--- config.mk ---
export PLATFORM = sky130hd
export DESIGN_NAME = modulo_varredura_display_flat
export DESIGN_NICKNAME = d
export VERILOG_FILES = /design/src/rtl/modulo_varredura_display_if.sv /design/src/rtl/modulo_varredura_display.sv /design/src/flat_wrapper.sv
export SDC_FILE = /design/constraint.sdc
export NUM_CORES = 1
export LEC_CHECK = 0
export ABC_CLOCK_PERIOD_IN_PS = 4050
export CORE_ASPECT_RATIO = 0.9
export CORE_MARGIN = 3
export CORE_UTILIZATION = 49
export CTS_CLUSTER_DIAMETER = 150
export DETAILED_ROUTE_END_ITERATION = 6
export GPL_ROUTABILITY_DRIVEN = 0
export PLACE_DENSITY = 0.69
export SLEW_MARGIN = 40
export SYNTH_ARGS = -nofsm -noshare
export SYNTH_HDL_FRONTEND = slang
export SYNTH_SLANG_ARGS = --single-unit
--- constraint.sdc ---
create_clock -name clk -period 4.05 [get_ports clk]
set_clock_uncertainty 0.2 [all_clocks]
set_input_delay 0.81 -clock clk [delete_from_list [all_inputs] [get_ports clk]]
set_output_delay 0.81 -clock clk [all_outputs]
set_load 0.005 [all_outputs]
--- src/rtl/modulo_varredura_display_if.sv ---
// Display-side bundle for the 4-digit scan controller: scan reference and digit data in,
// anode/segment/decimal-point drive out.
interface modulo_varredura_display_if;
  logic        clk_div;
  logic [15:0] dado;
  logic [3:0]  dp_in;
  logic [3:0]  an;
  logic [6:0]  seg;
  logic        dp;

  modport master (output clk_div, dado, dp_in, input an, seg, dp);
  modport slave  (input clk_div, dado, dp_in, output an, seg, dp);
endinterface

--- src/rtl/modulo_varredura_display.sv ---
// 4-digit common-anode 7-segment scan controller with inter-digit blanking.
// Optional leading-zero suppression is enabled by defining LEADING_ZERO_BLANK_EN.
module modulo_varredura_display #(
  parameter int BLANK_CYCLES = 16,
  parameter int SYNC_STAGES  = 2
) (
  input  logic                             clk,
  input  logic                             clr,
  modulo_varredura_display_if.slave        disp
);

  typedef enum logic [1:0] {IDLE, SHOW, BLANK} state_t;

  localparam logic [7:0] BCNT_LOAD = 8'(BLANK_CYCLES - 1);

  state_t                 r_state, w_state_next;
  logic [SYNC_STAGES-1:0] r_sync;
  logic                   r_sync_prev;
  logic                   r_tick;
  logic [1:0]             r_idx, w_idx_next;
  logic [19:0]            r_frame, w_frame_next;
  logic [7:0]             r_bcnt, w_bcnt_next;
  logic [3:0]             r_an, w_an_next;
  logic [6:0]             r_seg, w_seg_next;
  logic                   r_dp, w_dp_next;
  logic [3:0]             w_digits [4];

  function automatic logic [6:0] f_decode(input logic [3:0] v);
    case (v)
      4'h0: f_decode = 7'h40;
      4'h1: f_decode = 7'h79;
      4'h2: f_decode = 7'h24;
      4'h3: f_decode = 7'h30;
      4'h4: f_decode = 7'h19;
      4'h5: f_decode = 7'h12;
      4'h6: f_decode = 7'h02;
      4'h7: f_decode = 7'h78;
      4'h8: f_decode = 7'h00;
      4'h9: f_decode = 7'h10;
      4'hA: f_decode = 7'h08;
      4'hB: f_decode = 7'h03;
      4'hC: f_decode = 7'h46;
      4'hD: f_decode = 7'h21;
      4'hE: f_decode = 7'h06;
      default: f_decode = 7'h0E;
    endcase
  endfunction

  // Rising edge of the synchronised reference becomes a one-cycle registered tick.
  always_ff @(posedge clk) begin
    if (!clr) begin
      r_sync      <= '0;
      r_sync_prev <= 1'b0;
      r_tick      <= 1'b0;
    end else begin
      r_sync      <= {r_sync[SYNC_STAGES-2:0], disp.clk_div};
      r_sync_prev <= r_sync[SYNC_STAGES-1];
      r_tick      <= r_sync[SYNC_STAGES-1] & ~r_sync_prev;
    end
  end

  always_ff @(posedge clk) begin
    if (!clr) begin
      r_state <= IDLE;
      r_idx   <= 2'd0;
      r_frame <= '0;
      r_bcnt  <= '0;
      r_an    <= 4'hF;
      r_seg   <= 7'h7F;
      r_dp    <= 1'b1;
    end else begin
      r_state <= w_state_next;
      r_idx   <= w_idx_next;
      r_frame <= w_frame_next;
      r_bcnt  <= w_bcnt_next;
      r_an    <= w_an_next;
      r_seg   <= w_seg_next;
      r_dp    <= w_dp_next;
    end
  end

  // Ticks seen while blanking fall through the BLANK arm untouched, i.e. are dropped.
  always_comb begin
    w_state_next = r_state;
    w_idx_next   = r_idx;
    w_frame_next = r_frame;
    w_bcnt_next  = r_bcnt;
    case (r_state)
      IDLE: begin
        if (r_tick) begin
          w_frame_next = {disp.dado, disp.dp_in};
          w_idx_next   = 2'd0;
          w_state_next = SHOW;
        end
      end
      SHOW: begin
        if (r_tick) begin
          w_bcnt_next  = BCNT_LOAD;
          w_state_next = BLANK;
        end
      end
      BLANK: begin
        if (r_bcnt == 8'd0) begin
          w_idx_next   = r_idx + 2'd1;
          w_state_next = SHOW;
          if (r_idx == 2'd3) begin
            w_frame_next = {disp.dado, disp.dp_in};
          end
        end else begin
          w_bcnt_next = r_bcnt - 8'd1;
        end
      end
      default: w_state_next = IDLE;
    endcase
  end

  for (genvar gi = 0; gi < 4; gi++) begin : g_digit
    assign w_digits[gi] = w_frame_next[4 + 4*gi +: 4];
  end

`ifdef LEADING_ZERO_BLANK_EN
  // A digit is suppressed only if it and everything above it is zero with no dp request.
  logic [3:0] w_lz_blank;
  assign w_lz_blank[0] = 1'b0;
  for (genvar gi = 1; gi < 4; gi++) begin : g_lz
    assign w_lz_blank[gi] = (w_frame_next[19:4+4*gi] == '0) && (w_frame_next[3:gi] == '0);
  end
`endif

  // Outputs are computed from the upcoming state so they register alongside it.
  always_comb begin
    w_an_next  = 4'hF;
    w_seg_next = 7'h7F;
    w_dp_next  = 1'b1;
    if (w_state_next == SHOW) begin
      w_an_next  = ~(4'b0001 << w_idx_next);
      w_seg_next = f_decode(w_digits[w_idx_next]);
      w_dp_next  = ~w_frame_next[w_idx_next];
`ifdef LEADING_ZERO_BLANK_EN
      if (w_lz_blank[w_idx_next]) begin
        w_seg_next = 7'h7F;
      end
`endif
    end
  end

  assign disp.an  = r_an;
  assign disp.seg = r_seg;
  assign disp.dp  = r_dp;

endmodule
--- src/flat_wrapper.sv ---
// flat-port wrapper written by rule: the top's interface ports become plain ports
module modulo_varredura_display_flat 
#(
  parameter int BLANK_CYCLES = 16,
  parameter int SYNC_STAGES  = 2
)
  (clk, clr, disp_clk_div, disp_dado, disp_dp_in, disp_an, disp_seg, disp_dp);
  modulo_varredura_display_if disp_i ();
  input  logic clk;
  input  logic clr;
  input wire logic [$bits(disp_i.clk_div)-1:0] disp_clk_div;
  input wire logic [$bits(disp_i.dado)-1:0] disp_dado;
  input wire logic [$bits(disp_i.dp_in)-1:0] disp_dp_in;
  output wire logic [$bits(disp_i.an)-1:0] disp_an;
  output wire logic [$bits(disp_i.seg)-1:0] disp_seg;
  output wire logic [$bits(disp_i.dp)-1:0] disp_dp;
  assign disp_i.clk_div = disp_clk_div;
  assign disp_i.dado = disp_dado;
  assign disp_i.dp_in = disp_dp_in;
  assign disp_an = disp_i.an;
  assign disp_seg = disp_i.seg;
  assign disp_dp = disp_i.dp;
  modulo_varredura_display #(.BLANK_CYCLES(BLANK_CYCLES), .SYNC_STAGES(SYNC_STAGES)) u_core (.clk(clk), .clr(clr), .disp(disp_i));
endmodule
## Word-level counts from Yosys, hierarchy flattened

Memories as Yosys holds them, arrays and structs flattened. A register that Yosys moved wholly into a read port is not among the register bits.
Cells that the tools add are included.
W data, S select, Z words.

- Bits in registers: 41
- Output and inout port bits: 12
- Memories kept: 1
- Word-level logic and storage cells: 51
- Bits in read-only memories: 112

- Bitwise operators: 5
- Reduce and logical (&&, ||, !) cells: 6
- Add/sub/neg operators: 2
- Shift-type cells: 1
- Mux-type cells: 19
- $lt $le $gt $ge: 2
- Equality and inequality tests: 6

Memories:

| name | depth | bits a word | rd ports | clocked after Yosys merged registers in | write ports | line | text |
|---|---|---|---|---|---|---|---|
| (no name shown) | 16 | 7 | 1 | 1 | 0 | modulo_varredura_display.sv:29 | `case (v)` |

Operator list:

| kind | number |
|---|---|
| $mux W20 | 3 |
| $pmux W20 S2 | 1 |
| $mux W8 | 2 |
| $pmux W8 S2 | 1 |
| $mux W2 | 5 |
| $bmux W4 S2 | 1 |
| $logic_not A8 Y1 | 1 |
| $mux W4 | 2 |
| $sub A8 B1 Y8 const B | 1 |
| $lt A2 B6 Y1 const B | 1 |
| $pmux W2 S3 | 1 |
| $eq A2 B1 Y1 const B | 2 |
| $eq A2 B2 Y1 const B | 2 |
| $not A4 Y4 | 1 |
| $pmux W2 S2 | 1 |
| $shl A1 B2 Y4 const A | 1 |
| $ge A3 B3 Y1 const B | 1 |
| $not A2 Y3 | 1 |
| $reduce_and A3 Y1 | 1 |
| $add A2 B1 Y2 const B | 1 |
| $bmux W1 S2 | 1 |
| $logic_not A2 Y1 | 1 |
| $ne A2 B1 Y1 const B | 1 |
| $ne A2 B2 Y1 const B | 1 |
| 6 further kinds | 7 |

## Logic depth before layout (Yosys ltp)

Gate-level depths: netlist of the first run.

- Depth in word-level cells: 7
- Depth in mapped cells: 13

## Worst setup path after synthesis of the first run

Ideal clock, no wire load.

- Path type: register to register
- Start: register u_core.r_state[0]
- End: register u_core.r_seg[3] (netlist: u_core.disp.seg[3])
- Cell stages (with the launch flop): 14
- Setup slack: 0.708 ns
- Arrival time: 3.023 ns
- Path buffers: 1
- Setup time: 0.118 ns
- Data required time: 3.732 ns
- Path through: dfxtp_1 > inv_1 > ha_1 > and4bb_4 > a211o_1 > nand3_4 > buf_4 > mux2_2 > nor2_1 > a221o_1 > inv_2 > ha_1 > mux4_2 > nand2b_1

- Longest elaborated chain between the ends: 6
- Elaborated cells between the ends (all ways): 16
- Those cells by class: eq/ne: 3; mux: 9; bitwise: 1; reduce/logical: 3

RTL lines:

| what | line | text |
|---|---|---|
| start: declaration | modulo_varredura_display.sv:16 | `state_t r_state, w_state_next;` |
| start signal: assignment | modulo_varredura_display.sv:72 | `r_state <= w_state_next;` |
| $eq A2 B2 Y1 or $logic_not A2 Y1 (tied branches) | modulo_varredura_display.sv:88 | `case (r_state)` |
| $pmux W2 S2 | modulo_varredura_display.sv:88 |  |
| $not A2 Y3 (implied by the code) | modulo_varredura_display.sv:137 | `w_seg_next = f_decode(w_digits[w_idx_next]);` |
| $bmux W4 S2 | modulo_varredura_display.sv:137 |  |
| $mux W4 (implied by the code) (2 in series) | modulo_varredura_display.sv:137 |  |
| end: declaration | modulo_varredura_display.sv:24 | `logic [6:0] r_seg, w_seg_next;` |

Several ways; a longest one is shown, not always the timed one. The select of a mux whose other input is x is not followed.
A chain may end at the register's enable or synchronous reset.

## Final worst setup path of the first run

Same ends and word-level chain as after synthesis.

==> results of run 1 <==
==> stage by stage <==
step | instance area [um^2] | instances | power (W) | utilization [%]
2_1_floorplan | 2550 | 261 | 0.000586 | -
3_3_place_gp | 3000 | 360 | 0.000640 | 61.0
3_5_place_dp | 3000 | 360 | 0.000643 | 61.0
4_1_cts | 3110 | 368 | 0.000985 | 63.2
5_1_grt | 3110 | 368 | 0.00102 | 63.2
6_report | 3110 | 368 | 0.000972 | 63.2
==> worst max-delay path: stages (launching register included) <==
cell,delay [ps]
dfxtp_1,410
inv_1,100
ha_1,240
buf_4,160
nor2b_1,330
a31oi_1,180
a221o_1,360
mux2_2,260
nor2_1,90
a221o_1,280
inv_2,90
ha_1,240
mux4_2,450
nand2b_1,140
==> worst max-delay path by stage <==
stage                                       startpoint                            end  slack (ps)  cells past startpoint
after global placement                    disp_dado[9]  u_core.disp.seg[3]$_SDFF_PN1_         520                     10
after floorplan           u_core.r_state[0]$_SDFF_PN0_  u_core.disp.seg[3]$_SDFF_PN1_         710                     13
final                     u_core.r_state[0]$_SDFF_PN0_  u_core.disp.seg[3]$_SDFF_PN1_         400                     13
after detailed placement                  disp_dado[9]  u_core.disp.seg[3]$_SDFF_PN1_         410                     10
after CTS                 u_core.r_state[0]$_SDFF_PN0_  u_core.disp.seg[3]$_SDFF_PN1_         400                     13
after global routing      u_core.r_state[0]$_SDFF_PN0_  u_core.disp.seg[3]$_SDFF_PN1_         170                     13
==> routing by layer <==
metal | vias to the layer above | track usage, % | routed length (um)
met5 | - | 0 | 0
met4 | 0 | 3.69 | 37
met3 | 4 | 3.75 | 165
met2 | 35 | 31.2 | 2530
met1 | 979 | 26.3 | 2700
li1 | 1024 | - | -
==> cells by family after synthesis <==
| family | after synthesis | share of synthesized area (%) |
|---|---|---|
| buffers and inverters | 22 | 3.67 |
| AOI/OAI and AO/OA | 57 | 17.4 |
| xor gates and xnor gates | 5 | 1.71 |
| adders and majority gates | 13 | 6.37 |
| and+or+nand+nor | 90 | 20.4 |
| muxes | 26 | 12.8 |
| DFF | 48 | 37.6 |
==> power by group <==
part           internal [W]  switching [W]
clock              0.000183       0.000157
combinational     0.0000703      0.0000654
sequential         0.000486      0.0000105
==> Yosys cell counts, types with 5 or more instances <==
cell type	number	area (um^2)
nand3_1	6	30.0
a221o_1	12	120
and2_1	17	106
nand2b_1	6	37.5
a22oi_1	7	52.6
o21ai_0	7	35.0
nand2_1	8	30.0
dfxtp_1	48	961
inv_1	10	37.5
a21oi_1	5	25.0
mux2i_1	17	170
ha_1	13	163
nor2b_1	15	93.8
nor2_1	24	90.1
==> state kept, by name, indices dropped and copies added, names as in the netlist <==
| register | cells |
|---|---|
| u_core.r_frame | 20 |
| u_core.r_bcnt | 8 |
| u_core.disp.an | 4 |
| u_core.disp.seg | 7 |
| u_core.r_sync | 2 |
| u_core.disp.dp | 1 |
| u_core.r_idx | 2 |
| u_core.r_tick | 1 |
| u_core.r_sync_prev | 1 |
| u_core.r_state | 2 |
==> layout make-up <==
| cell class | instances | area (um^2) |
|---|---|---|
| fill | 429 | 1810 |
| sequential | 48 | 961 |
| timing repair buffer | 44 | 415 |
| clock inverter | 3 | 42.5 |
| tap | 65 | 81.3 |
| inverter | 12 | 45.0 |
| multi-input combinational | 191 | 1500 |
| clock buffer | 5 | 68.8 |
==> run metrics, run 1 <==
Die Span Y=74.5 um; synth unique cells=51; Remaining DRCs=0; CP Capture Type=register; Post-CTS Setup Bufs=0; Fin. Hold Viols=0; TritonCTS clock tree=built; worst skew pair latency=290 ps; Final min period=3650 ps; endpoints failing setup=0; Chip Width=around 82 um; DIE AREA=6110 um^2; antenna cells=0; Nets=~340; Synth warnings=0; number of antenna violations at the first check in global routing=0; drt wl/cell=14.8 um; unrepaired setup endpoints after global routing=false; via count=between 2000 and 2500; actual transition at the worst max-transition pin=582 ps; Total Routing Usage GR=19.1%; launching element type of the critical path=register; Top Ports=35; Max VDD drop=0.237 mV; crit-path max FO=6; EDFF count, synth=0; Post-CTS Hold Buffers=0; ys async rst share=0%; detailed router's first-iteration violation count=111; crit path kind=register to register; Pins Over Slew Limit=0; largest net degree at the start of global routing=18; vias in the first global route=1937; vias per cell=5.55; hold path endpoint=u_core.r_tick$_SDFF_PN0_; critical path arrival=3640 ps; initial cell density of the core=51.9%; Fmax achieved=274 MHz; CTS Buf Count=5; area of the core=between 4000 and 5000 um^2; post_cts resized=0; fin worst setup slack=403 ps; r2r worst-path depth=13; Mapped Area=2550 um^2; synthesized netlist cell count=261; worst hold path startpoint=u_core.r_sync_prev$_SDFF_PN0_; leakage=1.19 nW; Post-synth top flop=dfxtp_1; H-tree lvl count=2; ratio of cells with drive above 1 in the final layout=11.6%; R2R Setup Slk=between 400 and 500 ps; status=completed; hold crit path type=register to register; number of synthesized register bits=48; Worst R2R Start=u_core.r_state[0]$_SDFF_PN0_; hold path cells=1; leading cell types in the layout, fill and taps excluded=dfxtp_1, clkdlybuf4s50_1, nor2_1; tightest hold margin=190 ps; CTS Sinks=between 40 and 50; CP required=4040 ps; row count=24; Max-Cap Viols=0; Final Cycle Share=90.0%; post-synthesis sequential area ratio=a little under two fifths; commonest non-fill, non-tap cell in the layout=dfxtp_1; dpl hpwl=4.09 mm; Worst-path clk slew=90 ps; first-pass GRT wire length=between 9 and 10 mm; PD cells=312 nW/um^2; setup tns final=0 ps; syn_nets=297; Clock Path Buffers=2; ANT nets after route=0; gr ovfl total=0; reg2reg end=u_core.disp.seg[3]$_SDFF_PN1_; Root Buffer=clkbuf_8; PortBufs=34; first drt pass iteration count=5; syn_area_per_cell=slightly below 10 um^2; final WL=about 5.4 mm; worst rel slew slack=roughly three fifths; P&R area growth vs syn=21.9%; Post-Place Setup Slack=410 ps
Note: power is estimated with default switching activity, not from simulation.
==> run 2: changes to the inputs <==
ABC_AREA = 1   (was unset)
ABC_CLOCK_PERIOD_IN_PS = 4300   (was 4050)
CORE_UTILIZATION = 59   (was 49)
PLACE_DENSITY = 0.81   (was 0.69)
clock period = 4.3 ns   (was 4.05 ns; I/O delays follow)
==> run 2 against run 1 <==
- synthesized cell count up 34%
- register-to-register slack better by 710 ps
- flip-flop and latch count unchanged
==> run metrics, run 2 <==
Worst R2R Start=u_core.r_state[0]$_SDFF_PN0_; worst hold path startpoint=u_core.r_sync_prev$_SDFF_PN0_; Synth warnings=0; largest net degree at the start of global routing=26; total chip power=0.000869 W; DIE AREA=5170 um^2; H-tree lvl count=2; Filler Cells Inserted=354; PortBufs=34; Final min period=roughly 3200 ps; status=completed; hold crit path type=register to register; leakage=1.40 nW; critical path arrival=3170 ps; launching element type of the critical path=register; Post-Place Setup Slack=1130 ps; CTS Sinks=48; CP max stage cell=ha_1; Root Buffer=clkbuf_8; synthesized netlist cell count=349; largest family of logic cells by synthesized area=simple AND/OR/NAND/NOR gates; Fmax achieved=314 MHz; vias in the first global route=~2000; area of the core=4130 um^2; EDFF count, synth=0; vias per cell=5.11; Max VDD drop=0.244 mV; Clock Path Buffers=2; Remaining DRCs=0; leading cell types in the layout, fill and taps excluded=nand2_1, dfxtp_1, inv_1, clkdlybuf4s50_1, nand3_1; ANT nets after route=0; Critical Path Start=u_core.r_state[0]$_SDFF_PN0_; worst rel slew slack=68.4%; Total Routing Usage GR=22.0%; Fin. Hold Viols=0; endpoints failing setup=0; slowest cell delay on critical path=430 ps; commonest non-fill, non-tap cell in the layout=nand2_1; via count=2223; crit path kind=register to register; Final Cycle Share=74.0%; tightest hold margin=190 ps; Post-CTS Hold Buffers=0; antenna cells=0; sequence of cells on the critical path=inv_1, ha_1, nor2_1, inv_2, nand2_1, inv_1, nand3_2, nand2_2, nand2_1, nand2_1, nand2_2, nor2_4, inv_2, ha_1, inv_1, nand2_1, nand3_1, nand3_1; ys async rst share=0%; Worst-path clk slew=90 ps; initial cell density of the core=62.0%; largest reg by FF count=u_core.r_frame; dpl hpwl=3.99 mm; drt wl/cell=12.1 um; post-synth top area share=37.5%; final WL=5.27 mm; PD cells=287 nW/um^2; post_cts resized=0; Nets=422; Mapped Area=2560 um^2; post-synthesis sequential area ratio=37.5%; Post-CTS Setup Bufs=0; number of antenna violations at the first check in global routing=0; main area contributors after synthesis=dfxtp_1, nand2_1, ha_1; synth unique cells=35; post-synthesis xor/xnor area fraction=between 1 and 1.5%; Max-Cap Viols=0; Final Core Density=73.3%; number of synthesized register bits=48; detailed router's first-iteration violation count=157; Synth top cells by count=nand2_1, dfxtp_1, inv_1; actual transition at the worst max-transition pin=473 ps; syn_area_per_cell=around 7.3 um^2; post-synthesis compound-gate area fraction=between 8 and 9%; crit-path max FO=14; Die Span Y=68.5 um; Post-synth top flop=dfxtp_1; Top cell by count, worst path=nand2_1; CTS Buf Count=5; ratio of cells with drive above 1 in the final layout=15.0%; first-pass GRT wire length=8.76 mm; fin worst setup slack=1120 ps; worst skew pair latency=roughly 300 ps; Yosys top cell by area=dfxtp_1; P&R area growth vs syn=18.2%; most common cell in the netlist=nand2_1; unrepaired setup endpoints after global routing=false; syn_nets=approximately 390; simple-gate share of the synthesized area=39.0%; max FFs per register=20; setup tns final=0 ps; CP Capture Type=register; TritonCTS clock tree=built; post-synthesis mux area share=0%; first drt pass iteration count=4; Adder-Cell Fraction of Synth Area=6.35%; Pins Over Slew Limit=0; gr ovfl total=0; Chip Width=75.5 um; Top Ports=35; row count=22; CP required=4290 ps
## run 2: changes by cell type after synthesis, moves of 10 or more
cell,previous run,this run
nand3_1,6,25
nor2_4,0,10
and2_1,17,0
nor2b_1,15,0
a21oi_1,5,20
nand2_2,0,20
nand2_1,8,111
inv_1,10,34
mux2i_1,17,0
a221o_1,12,0
## run 2: per-layer routing
| layer | track usage [%] | up-vias | wire (um) |
|---|---|---|---|
| li1 | - | 1174 | - |
| met1 | 32.1 | 990 | 2730 |
| met2 | 33.9 | 55 | 2260 |
| met3 | 3.91 | 4 | 235 |
| met4 | 4.37 | 0 | 33 |
| met5 | 0 | - | 0 |
## run 2: kinds of logic (layout without fill, tap and decap cells)
kind of cell	count (synthesis)	count (layout)
xor+xnor	3	3
buf+inv	47	85
fa+ha+maj	13	13
simple gates	202	202
flops	48	48
compound gates	36	36
## run 2: stage by stage
stage	cell area, um^2	std cells
2_1_floorplan	2560	349
3_3_place_gp	2940	427
3_5_place_dp	2940	427
4_1_cts	3030	435
5_1_grt	3030	435
6_report	3030	435
## run 2: final cells by class
cell class	instances	area [um^2]	share of cell area, %
clock inverters	2	10.0	0.331
inverters	42	161	5.33
flip-flops and latches	48	961	31.7
clock buffers	6	82.6	2.73
well taps	48	60.1	1.98
repair buffers	35	348	11.5
multi-input cells	254	1410	46.4
## run 2: critical path: cells and delay by family (launching register included)
| kind | cells | cell delay [ps] |
|---|---|---|
| AND/OR/NAND/NOR | 11 | 1370 |
| buffers and inverters | 5 | 510 |
| adder cells (fa/ha/maj) | 2 | 670 |
| flip-flops | 1 | 350 |
## run 2: report_power, final
part           internal (W)  leakage (nW)  switching (W)
Combinational     0.0000539         0.963      0.0000694
Clock              0.000129        0.0510       0.000152
Sequential         0.000457         0.389     0.00000754
Total              0.000640          1.40       0.000229
## run 2: path summary, 6_finish.rpt
path | end | slack, ps | cells past startpoint
max | u_core.disp.seg[3]$_SDFF_PN1_ | 1120 | 18
min | u_core.r_tick$_SDFF_PN0_ | 190 | 1
max reg2reg | u_core.disp.seg[3]$_SDFF_PN1_ | 1120 | 18
min reg2reg | u_core.r_tick$_SDFF_PN0_ | 190 | 1
==> run 3: changes to the inputs <==
ABC_CLOCK_PERIOD_IN_PS = 3190   (was 4300)
CORE_UTILIZATION = 55   (was 59)
PLACE_DENSITY = 0.76   (was 0.81)
clock period = 3.19 ns   (was 4.3 ns; I/O delays follow)
==> run 3 against run 2 <==
- non-clock buffer count increased by 1
- first-iteration DRC count decreased by 29%
- register-to-register slack got worse by 820 ps
- final cell count increased by 3.0%
- flip-flop and latch count unchanged
- total power increased by 35%
- count of clock-buffer cells in the layout unchanged
- combinational power increased by 36%
- sequential share of layout area decreased by 0.29 points
- via count increased by 1.1%
- design area increased by 0.91%
- maximum frequency increased by 10%
==> run metrics, run 3 (same netlist as run 2, synthesis figures left out) <==
hold crit path type=register to register; Post-CTS Setup Bufs=0; worst rel slew slack=69.0%; launching element type of the critical path=register; detailed router's first-iteration violation count=111; tightest hold margin=185 ps; CTS Sinks=48; leakage=1.40 nW; TritonCTS clock tree=built; largest reg by FF count=u_core.r_frame; H-tree lvl count=2; leading cell types in the layout, fill and taps excluded=nand2_1, dfxtp_1, inv_1, clkdlybuf4s50_1, nand3_1; number of antenna violations at the first check in global routing=0; Top Ports=35; crit path kind=register to register; CP Capture Type=register; CP max stage cell=dfxtp_1; Buf+Inv Stages, Crit Path=3; area of the multi-input gates=1410 um^2; crit-path max FO=14; vias in the first global route=2058; Top cell by count, worst path=nand2_1; Max-Cap Viols=0; drt wl/cell=12.0 um; Final Cycle Share=90.5%; R2R Setup Slk=about 300 ps; antenna cells=0; gr ovfl total=0; reg2reg end=u_core.disp.seg[6]$_SDFF_PN1_; actual transition at the worst max-transition pin=464 ps; FF+latch area=961 um^2; post_cts resized=0; Post-CTS Hold Buffers=0; PD cells=384 nW/um^2; Clock Path Buffers=2; unrepaired setup endpoints after global routing=false; row count=22; DIE AREA=5510 um^2; first drt pass iteration count=4; critical path arrival=2880 ps; final WL=5.36 mm; Final min period=2890 ps; first-pass GRT wire length=8.99 mm; initial cell density of the core=between 60% and 70%; CP required=3180 ps; P&R area growth vs syn=19.3%; Root Buffer=clkbuf_8; Fin. Hold Viols=0; worst skew pair latency=300 ps; max FFs per register=20; Fmax achieved=346 MHz; Pins Over Slew Limit=0; slowest cell delay on critical path=390 ps; CTS Buf Count=5; area of the core=4270 um^2; ANT nets after route=0; dpl hpwl=4.04 mm; largest net degree at the start of global routing=25; Die Span Y=around 71 um; endpoints failing setup=0; Worst R2R Start=u_core.r_state[0]$_SDFF_PN0_; hold path cells=1; worst hold path startpoint=u_core.r_sync_prev$_SDFF_PN0_; Filler Cells Inserted=roughly 350; via count=roughly 2200; sequence of cells on the critical path=inv_1, ha_1, nand2_1, nand2_1, inv_1, nand3_2, nand2_2, nand2_1, nand2_1, nand2_2, nor2_4, inv_1, ha_1, nand2_2, nand2_1, nand2_1, nand3_1; hold path endpoint=u_core.r_tick$_SDFF_PN0_; status=completed; Chip Width=77.9 um; CP delay by family, top=simple AND/OR/NAND/NOR gates; vias per cell=about 5.0; commonest non-fill, non-tap cell in the layout=nand2_1; Total Routing Usage GR=around 20%; ratio of cells with drive above 1 in the final layout=15.2%; setup tns final=0 ps; PortBufs=34; Max VDD drop=0.265 mV; Nets=423; Worst-path clk slew=90 ps; Remaining DRCs=0; r2r worst-path depth=17
-- run 3: metal layers --
| layer | up-vias | part of all wire [%] | global-route usage, % |
|---|---|---|---|
| met4 | 0 | 1.4 | 7.77 |
| met3 | 10 | 7.5 | 4.83 |
| li1 | 1170 | - | - |
| met2 | 67 | 42 | 29.4 |
| met5 | - | 0 | 0 |
| met1 | 1000 | 49 | 27.9 |
-- run 3: per-stage QoR --
step	instances	utilization (%)	instance area, um^2	worst slack [ps]	total power (W)
floorplan	349	-	2560	759	0.000748
global placement	440	69.3	2960	454	0.000804
detailed placement	440	69.3	2960	364	0.000806
CTS	448	71.6	3060	322	0.00119
global route	448	71.6	3060	16.4	0.00123
finish	448	71.6	3060	302	0.00117
-- run 3: cell type report --
class / count / area share [%]
multi-input cells: 254 / 46.0
well taps: 60 / 2.46
clock buffers: 6 / 2.70
clock inverters: 2 / 0.491
inverters: 42 / 5.28
repair buffers: 36 / 11.6
flip-flops and latches: 48 / 31.4
-- run 3: power breakdown --
group          internal, W  switching (W)
clock network     0.000176       0.000205
logic            0.0000728      0.0000940
registers         0.000617      0.0000104
total             0.000865       0.000310
-- run 3: how the worst max path moves through the flow --
stage / slack, ps / cells after the start / from / endpoint
final: 300 / 17 / u_core.r_state[0]$_SDFF_PN0_ / u_core.disp.seg[6]$_SDFF_PN1_
after global routing: 20 / 17 / u_core.r_state[0]$_SDFF_PN0_ / u_core.disp.seg[6]$_SDFF_PN1_
after CTS: 320 / 17 / u_core.r_state[0]$_SDFF_PN0_ / u_core.disp.seg[6]$_SDFF_PN1_
after detailed placement: 360 / 17 / u_core.r_state[0]$_SDFF_PN0_ / u_core.disp.seg[3]$_SDFF_PN1_
after global placement: 450 / 16 / u_core.r_state[0]$_SDFF_PN0_ / u_core.disp.seg[3]$_SDFF_PN1_
after floorplan: 760 / 18 / u_core.r_state[0]$_SDFF_PN0_ / u_core.disp.seg[3]$_SDFF_PN1_
